===== src/rtl/seq_detect_ctrl_if.sv =====
// Word-in / count-out handshake bundle for the 1010 sequence detector.
// The master side offers words and takes results; the slave side is the detector.
interface seq_detect_ctrl_if #(
  parameter int WIDTH = 8,
  parameter int CNT_W = 4
) ();
  logic             in_valid;
  logic             in_ready;
  logic [WIDTH-1:0] in_data;
  logic             out_valid;
  logic [CNT_W-1:0] out_count;
  logic             out_ready;

  modport master (
    output in_valid, in_data, out_ready,
    input  in_ready, out_valid, out_count
  );

  modport slave (
    input  in_valid, in_data, out_ready,
    output in_ready, out_valid, out_count
  );
endinterface


===== src/rtl/seq_detect_ctrl.sv =====
// Serialises a word MSB first through a 1010 overlapping detector and reports
// the saturating match count through a valid/ready result handshake.
module seq_detect_ctrl #(
  parameter int WIDTH = 8,
  parameter int CNT_W = 4,
  parameter bit CHAIN = 1'b0
) (
  input  logic             clk,
  input  logic             rst,
  seq_detect_ctrl_if.slave bus,
  output logic             ser_bit,
  output logic             ser_en,
  output logic             match,
  output logic             busy
);
  localparam int IDX_W = (WIDTH > 1) ? $clog2(WIDTH) : 1;
  localparam logic [IDX_W-1:0] LAST_IDX = IDX_W'(WIDTH - 1);
  localparam logic [CNT_W-1:0] CNT_MAX  = {CNT_W{1'b1}};

  typedef enum logic [1:0] {
    IDLE   = 2'b00,
    SHIFT  = 2'b01,
    REPORT = 2'b10
  } state_t;

  state_t           state_r;
  state_t           state_s;
  logic [WIDTH-1:0] word_r;
  logic [IDX_W-1:0] idx_r;
  logic [2:0]       hist_r;
  logic [CNT_W-1:0] count_r;
  logic             alive_r;
  logic             accept_s;
  logic             cur_bit_s;

  // alive_r holds in_ready low until the first edge after reset release
  always_ff @(posedge clk or negedge rst) begin
    if (!rst) begin
      alive_r <= 1'b0;
    end else begin
      alive_r <= 1'b1;
    end
  end

  // controller state register
  always_ff @(posedge clk or negedge rst) begin
    if (!rst) begin
      state_r <= IDLE;
    end else begin
      state_r <= state_s;
    end
  end

  // next-state decode; a word is only taken in IDLE, never in the handshake cycle
  always_comb begin
    state_s  = state_r;
    accept_s = 1'b0;
    case (state_r)
      IDLE: begin
        if (bus.in_valid && alive_r) begin
          state_s  = SHIFT;
          accept_s = 1'b1;
        end else begin
          state_s = IDLE;
        end
      end
      SHIFT: begin
        if (idx_r == LAST_IDX) begin
          state_s = REPORT;
        end else begin
          state_s = SHIFT;
        end
      end
      REPORT: begin
        if (bus.out_ready) begin
          state_s = IDLE;
        end else begin
          state_s = REPORT;
        end
      end
      default: begin
        state_s = IDLE;
      end
    endcase
  end

  // output decode from the registered state and the current serial bit
  always_comb begin
    cur_bit_s     = word_r[LAST_IDX - idx_r];
    bus.in_ready  = alive_r && (state_r == IDLE);
    busy          = (state_r != IDLE);
    ser_en        = (state_r == SHIFT);
    ser_bit       = 1'b0;
    match         = 1'b0;
    bus.out_valid = (state_r == REPORT);
    bus.out_count = '0;
    if (ser_en) begin
      ser_bit = cur_bit_s;
      match   = ({hist_r, cur_bit_s} == 4'b1010);
    end else begin
      ser_bit = 1'b0;
      match   = 1'b0;
    end
    if (bus.out_valid) begin
      bus.out_count = count_r;
    end else begin
      bus.out_count = '0;
    end
  end

  // word capture, bit walk, detector history and saturating match count
  always_ff @(posedge clk or negedge rst) begin
    if (!rst) begin
      word_r  <= '0;
      idx_r   <= '0;
      hist_r  <= 3'b000;
      count_r <= '0;
    end else if (accept_s) begin
      word_r  <= bus.in_data;
      idx_r   <= '0;
      count_r <= '0;
      if (CHAIN == 1'b0) begin
        hist_r <= 3'b000;
      end
    end else if (state_r == SHIFT) begin
      hist_r <= {hist_r[1:0], cur_bit_s};
      idx_r  <= idx_r + IDX_W'(1);
      if (match && (count_r != CNT_MAX)) begin
        count_r <= count_r + CNT_W'(1);
      end
    end
  end
endmodule

===== src/flat_wrapper.sv =====
// flat-port wrapper written by rule: the top's interface ports become plain ports
module seq_detect_ctrl_flat 
#(
  parameter int WIDTH = 8,
  parameter int CNT_W = 4,
  parameter bit CHAIN = 1'b0
)
  (clk, rst, ser_bit, ser_en, match, busy, bus_in_valid, bus_in_data, bus_out_ready, bus_in_ready, bus_out_valid, bus_out_count);
  seq_detect_ctrl_if #(.WIDTH(WIDTH), .CNT_W(CNT_W)) bus_i ();
  input  logic clk;
  input  logic rst;
  output logic ser_bit;
  output logic ser_en;
  output logic match;
  output logic busy;
  input wire logic [$bits(bus_i.in_valid)-1:0] bus_in_valid;
  input wire logic [$bits(bus_i.in_data)-1:0] bus_in_data;
  input wire logic [$bits(bus_i.out_ready)-1:0] bus_out_ready;
  output wire logic [$bits(bus_i.in_ready)-1:0] bus_in_ready;
  output wire logic [$bits(bus_i.out_valid)-1:0] bus_out_valid;
  output wire logic [$bits(bus_i.out_count)-1:0] bus_out_count;
  assign bus_i.in_valid = bus_in_valid;
  assign bus_i.in_data = bus_in_data;
  assign bus_i.out_ready = bus_out_ready;
  assign bus_in_ready = bus_i.in_ready;
  assign bus_out_valid = bus_i.out_valid;
  assign bus_out_count = bus_i.out_count;
  seq_detect_ctrl #(.WIDTH(WIDTH), .CNT_W(CNT_W), .CHAIN(CHAIN)) u_core (.clk(clk), .rst(rst), .bus(bus_i), .ser_bit(ser_bit), .ser_en(ser_en), .match(match), .busy(busy));
endmodule

===== config.mk =====
export PLATFORM = sky130hd
export DESIGN_NAME = seq_detect_ctrl_flat
export DESIGN_NICKNAME = d
export VERILOG_FILES = /design/src/rtl/seq_detect_ctrl_if.sv /design/src/rtl/seq_detect_ctrl.sv /design/src/flat_wrapper.sv
export SDC_FILE = /design/constraint.sdc
export NUM_CORES = 1
export LEC_CHECK = 0
export ABC_AREA = 1
export CORE_MARGIN = 2
export CORE_UTILIZATION = 45
export CTS_CLUSTER_DIAMETER = 200
export CTS_CLUSTER_SIZE = 24
export DETAILED_ROUTE_END_ITERATION = 8
export HOLD_SLACK_MARGIN = 0.02
export PLACE_DENSITY = 0.82
export SYNTH_ARGS = -nofsm -noshare
export SYNTH_HDL_FRONTEND = slang
export SYNTH_SLANG_ARGS = --single-unit

===== constraint.sdc =====
create_clock -name clk -period 1.3 [get_ports clk]
set_clock_uncertainty 0.15 [all_clocks]
set_input_delay 0.26 -clock clk [delete_from_list [all_inputs] [get_ports clk]]
set_output_delay 0.26 -clock clk [all_outputs]
set_load 0.02 [all_outputs]

==> reports/results.ini, run 1 <==
[outcome]
status=finished, violations left
violations=setup timing

[synthesis]
syn_inst=133
syn-num-nets=148
ys_warn_count=0
synth_seq_area_share=0.463
syn_area_per_cell_sq_um=8.54
yosysUniqueCellTypes=20
synthesis.area_sq_um=1140
synth-seq-cells=21

[cts]
numCtsBuffers=3
cts_max_level=1
cts_buffer_depth=2
cts_tree=yes
root_buffer=clkbuf_4
cts_sinks=21
ctsHoldBuffers=0
clkLatencyLatePin_ns=0.33
path_clk_slew_ns=0.13

[finish]
fin_cells=229
final_cell_mix=buf_4 (26), buf_6 (19), dfrtp_1 (19)
area_delta_synth_final_pct=84.4
drive_gt1_frac=0.623
antennaDiodeCount=0
layout.cells.most_common=buf_4
utilization=0.861
nFillCells=119
final_nets=215

[setup_path]
worstPathRequired_ns=0.89
worstPathMaxFanout=6
path_class=reg -> out
crit_arrival_ns=1.55
cp-end-kind=output port
start_kind=flip-flop

[power]
leakage_uw=0.00102
vdd_drop_max_uv=1800
power_density_nw_per_um2=2320

[die]
core_sq_um=2430
dieArea_sq_um=2940
io_pins=22
die_y_microns=54.2
start_util=0.467
dieWidth_microns=54.2
rows=18

[sta]
timing.final.ws_setup_ns=-0.659
setup_violations=30
setup-tns-final_ns=-10.44
hold_violations=0
min_period_ns=1.96
rsz0062_at_grt=yes
fmax_mhz=511
maxSlewViolCount=0
min_period_over_period=1.51

[global_routing]
grt_pass1_vias=1261
track_usage=0.283
grt_antenna_before_repair=0
grt-ovfl-total=0
grt_first_pass_wirelength_microns=5810
grt_max_degree=22

[routing]
wire_per_inst_microns=18.1
vias=1221
drt_iter0_markers=37
routed_via_density=5.33
ant_nets=0
drc=0
first_pass_iters=5
wl_microns=4140

[placed_design]
dp_hpwl_microns=2090
io_buffers=21
finalWeightedCongestion=0.834
place_inst=211

[run]
maxCapViolCount=0

[hold_path]
hold_path_class=in -> async

synth_stat cells, drive strengths merged:
cell type,n,area (sq um)
buf,1,20.0
clkinv,1,8.76
conb,1,3.75
dfrtp,21,526
ha,3,37.5
inv,26,97.6
nand2,34,153
nand3,14,82.6
nand4,1,6.26
nor2,12,67.6
nor3,1,5.00
o21ai,15,105
o22ai,1,6.26
xor2,2,17.5
area by class of cell:
class | count | area [sq um] | area share
timing repair inverter | 3 | 48.8 | 0.0233
sequential | 21 | 528 | 0.252
multi-input combinational | 84 | 732 | 0.349
inverter | 27 | 123 | 0.0585
timing repair buffer | 60 | 599 | 0.286
tap | 30 | 37.5 | 0.0179
clock buffer | 4 | 26.3 | 0.0125
worst max-delay path: stages (launching register included):
cell	delay [ns]
dfrtp_2	0.48
inv_4	0.11
nand2_2	0.06
nand3_1	0.10
nand3_2	0.09
nand2_2	0.08
inv_2	0.06
nor3_4	0.12
buf_6	0.14
metal layers:
metal  global-route usage  routed length (microns)  vias up
met5                    0                        0        -
met4                0.125                      176        0
met3               0.0574                      207       20
met2                0.506                     2150       52
met1                0.324                     1610      601
li1                     -                        -      548
report_power, final:
group / switching (uW) / total, uW / internal (uW) / leakage (uW)
Sequential: 181 / 1120 / 940 / 0.000259
Combinational: 1800 / 3390 / 1590 / 0.000748
Clock: 223 / 344 / 121 / 0.0000150
repair_timing:
| action | CTS | global route |
|---|---|---|
| gates cloned | 3 | 0 |
| setup buffers | 6 | 5 |
| pin swaps | 7 | 6 |
| setup endpoints to repair | 29 | 30 |
| hold endpoints to repair | 0 | 0 |
| resized for setup | 101 | 26 |
through the flow:
step / area [sq um] / total power [uW] / hold slack, ns / setup slack [ns]
final: 2090 / 4860 / 0.111 / -0.659
after detailed placement: 1660 / 3430 / 0.376 / -0.739
after global placement: 1660 / 3290 / 0.364 / -0.647
after floorplan: 1200 / 2390 / -0.186 / -0.207
after global routing: 2090 / 5120 / 0.121 / -0.743
after CTS: 1950 / 4310 / 0.130 / -0.600
sequential cells by signal, summed over array words and instances, names as in the netlist:
register / cells
u_core.count_r: 4
u_core.idx_r: 3
u_core.hist_r: 3
u_core.state_r: 2
u_core.word_r: 8
u_core.alive_r: 1
cell families after synthesis:
logic type	count (synthesis)	synth area share
other	1	0.00330
XOR/XNOR	2	0.0154
adder cells (fa/ha/maj)	3	0.0330
AO/OA/AOI/OAI	16	0.0980
buffers and inverters	28	0.111
flip-flops	21	0.463
AND/OR/NAND/NOR	62	0.276
path summary, 6_finish.rpt:
check                      depth (start not counted)                             to                    startpoint  slack [ns]
min in group clk                                   3   u_core.word_r[0]$_DFFE_PN0P_                bus_in_data[0]        0.34
hold / removal                                     2   u_core.hist_r[0]$_DFFE_PN0P_                           rst        0.11
setup reg to reg                                  11  u_core.count_r[3]$_DFFE_PN0P_   u_core.state_r[1]$_DFF_PN0_       -0.41
setup / recovery                                   8                          match   u_core.idx_r[0]$_DFFE_PN0P_       -0.66
hold reg to reg                                    2   u_core.word_r[1]$_DFFE_PN0P_  u_core.word_r[1]$_DFFE_PN0P_        0.42
max in group asynchronous                          2    u_core.idx_r[0]$_DFFE_PN0P_                           rst        0.74
(Power assumes the default switching activity.)
==> run 2: changes to the inputs <==
- CTS_CLUSTER_DIAMETER: 200 -> default
- HOLD_SLACK_MARGIN: 0.02 -> 0.05
==> results of run 2 <==
No change in the layout: final DEF, timing and power equal those of run 1.
==> run 3: changes to the inputs <==
- ABC_AREA: 1 -> default
- CORE_UTILIZATION: 45 -> 44
==> reports/results.ini, run 3 <==
[outcome]
status=finished, violations left
violations=setup timing

[finish]
layout.cells.most_common=buf_4
final_area_sq_um=1820  ; -13%
largest-register=u_core.word_r
area_delta_synth_final_pct=78.7
utilization=0.825  ; -0.0364
nFillCells=125  ; +5.0%
largest_reg_flops=8  ; unchanged
final_nets=182  ; -15%
drive_gt1_frac=0.578  ; -0.0448
antennaDiodeCount=0  ; unchanged
largest_registers=u_core.word_r x8, u_core.count_r x4
final_cell_mix=buf_4 (25), nand2_1 (24), dfrtp_1 (19)

[sta]
fmax_mhz=426  ; -17%
timing.final.ws_setup_ns=-1.05  ; -0.391 ns
setup-tns-final_ns=-15.73  ; -5.29 ns
min_period_over_period=1.81  ; +0.300
rsz0062_at_grt=yes
setup_violations=30  ; unchanged
maxSlewViolCount=0  ; unchanged
min_period_ns=2.35  ; +0.391 ns
hold_violations=0  ; unchanged

[setup_path]
timing.critical_path.buf_inv=1  ; -2
crit_family=multiplexers
path_class=reg -> reg
slowest_stage=mux4_2
cp-end-kind=flip-flop
crit_arrival_ns=2.45  ; +0.90 ns
crit_path_max_incr_delay_ns=0.53  ; +0.05 ns
worstPathMaxFanout=5  ; -1
worstPathRequired_ns=1.40  ; +0.51 ns
start_kind=flip-flop
crit_chain=mux2_4 > mux4_2 > buf_4 > or4_4 > a21oi_2

[hold_path]
hold_path_class=in -> async

[global_routing]
grt_first_pass_wirelength_microns=4450  ; -23%
grt_max_degree=22  ; unchanged
grt-ovfl-total=0  ; unchanged
track_usage=0.229  ; -0.0539
grt_antenna_before_repair=0  ; unchanged
grt_pass1_vias=1037  ; -18%

[synthesis]
syn-num-nets=124  ; -16%
syn_area_per_cell_sq_um=9.37  ; +9.7%
yosysUniqueCellTypes=25  ; +25%
synth_edf_count=0  ; unchanged
synthTopCellsByArea=dfrtp_1 (51%), nand2_1 (14%), ha_1 (3.7%)
post-synth-top-area-cell=dfrtp_1
syn_inst=109  ; -18%
netlist.area_leader.share=0.515  ; +0.0522
ys_top_cells_by_count=nand2_1 (39), dfrtp_1 (21), a21oi_1 (7)
yosysMostFrequentCell=nand2_1
synth-seq-cells=21  ; unchanged
synth_seq_area_share=0.515  ; +0.0522
postSynth.asyncResetShare=1.00  ; unchanged
ys_warn_count=0  ; unchanged
synthesis.area_sq_um=1020  ; -10%
ys.flop_type=dfrtp_1

[placed_design]
finalWeightedCongestion=0.767  ; -8.1%
placed_cell_area_sq_um=1510  ; -9.3%
io_buffers=21  ; unchanged
dp_slack_ns=-1.09  ; -0.354 ns
dp_hpwl_microns=1780  ; -15%

[power]
power_uw=3820  ; -21%
vdd_drop_max_uv=1420  ; -21%
power_density_nw_per_um2=2090  ; -9.7%
leakage_uw=0.000879  ; -14%

[die]
die_y_microns=52.2  ; -3.8%
core_sq_um=2210  ; -9.1%
start_util=0.462  ; -0.00554
rows=17  ; -1
dieArea_sq_um=2720  ; -7.5%
dieWidth_microns=52.2  ; -3.8%
io_pins=22  ; unchanged

[cts]
cts_sinks=21  ; unchanged
numCtsBuffers=3  ; unchanged
ctsHoldBuffers=0  ; unchanged
cts_tree=yes
clkLatencyLatePin_ns=0.31  ; -0.02 ns
cts_max_level=1  ; unchanged
root_buffer=clkbuf_4
cts_buffer_depth=2  ; unchanged
path_clk_slew_ns=0.11  ; -0.02 ns

[routing]
first_pass_iters=4  ; -1
drc=0  ; unchanged
wl_microns=3210  ; -23%
wire_per_inst_microns=16.5  ; -8.6%
routed_via_density=5.25  ; -1.6%
vias=1018  ; -17%
drt_iter0_markers=23  ; -38%
ant_nets=0  ; unchanged

[run]
maxCapViolCount=0  ; unchanged

-- run 3: cell count changes after synthesis, moves of 5 or more --
cell and delta:
o21ai_2 -8, nand2_1 +9, inv_1 -20, and2_1 +5
nand3_1 -10, o21ai_0 -6, a21oi_1 +7, nor2_1 -6
-- run 3: worst paths after layout --
path	start	to	slack, ns	cells past startpoint
worst max-delay path	u_core.idx_r[0]$_DFFE_PN0P_	u_core.count_r[3]$_DFFE_PN0P_	-1.05	5
worst min-delay path	rst	u_core.count_r[1]$_DFFE_PN0P_	0.13	2
worst max register to register	u_core.idx_r[0]$_DFFE_PN0P_	u_core.count_r[3]$_DFFE_PN0P_	-1.05	5
worst min register to register	u_core.word_r[3]$_DFFE_PN0P_	u_core.word_r[3]$_DFFE_PN0P_	0.34	2
max in group asynchronous	rst	u_core.state_r[0]$_DFF_PN0_	0.72	2
min in group clk	bus_in_data[4]	u_core.word_r[4]$_DFFE_PN0P_	0.34	3
-- run 3: through the flow --
| step | hold WS, ns | std cells |
|---|---|---|
| after global placement | 0.314 | 176 |
| after detailed placement | 0.313 | 176 |
| after floorplan | -0.186 | 109 |
| after global routing | 0.128 | 194 |
| after CTS | 0.127 | 185 |
| final | 0.128 | 194 |
-- run 3: routing by layer --
metal,up-vias,wire (microns),global-route usage,share of wire
met5,-,0,0,0
met4,0,93,0.120,0.029
met3,9,109,0.0257,0.034
met2,34,1800,0.441,0.56
met1,506,1200,0.242,0.37
li1,469,-,-,-
-- run 3: final cells by class --
| class | count | area [sq um] | area share |
|---|---|---|---|
| clock buffer | 4 | 26.3 | 0.0144 |
| multi-input combinational | 81 | 651 | 0.357 |
| inverter | 4 | 22.5 | 0.0123 |
| tap | 28 | 35.0 | 0.0192 |
| timing repair buffer | 56 | 562 | 0.308 |
| sequential | 21 | 528 | 0.289 |
-- run 3: timing repair --
item / 4_1_cts / 5_1_grt
setup buffers: 4 / 10
pin swaps: 4 / 14
resized for setup: 76 / 32
setup endpoints to repair: 30 / 30
gates cloned: 1 / 0
-- run 3: logic make-up (layout without fill, tap and decap cells) --
family | Yosys count | after routing | synth area share
AND/OR/NAND/NOR | 58 | 58 | 0.260
flip-flops | 21 | 21 | 0.515
AO/OA/AOI/OAI | 10 | 10 | 0.0551
multiplexers | 8 | 8 | 0.0956
buffers and inverters | 7 | 64 | 0.0257
adder cells (fa/ha/maj) | 3 | 3 | 0.0368
other | 1 | 1 | 0.00367
XOR/XNOR | 1 | 1 | 0.00858
-- run 3: worst reg2reg max path: stages, from the launching register on --
cell	delay [ns]
dfrtp_2	0.49
mux2_4	0.31
mux4_2	0.53
buf_4	0.19
or4_4	0.48
a21oi_2	0.13
-- run 3: report_power, final --
group          internal (uW)  switching (uW)
clock network            120             199
logic                   1310            1050
registers                911             230
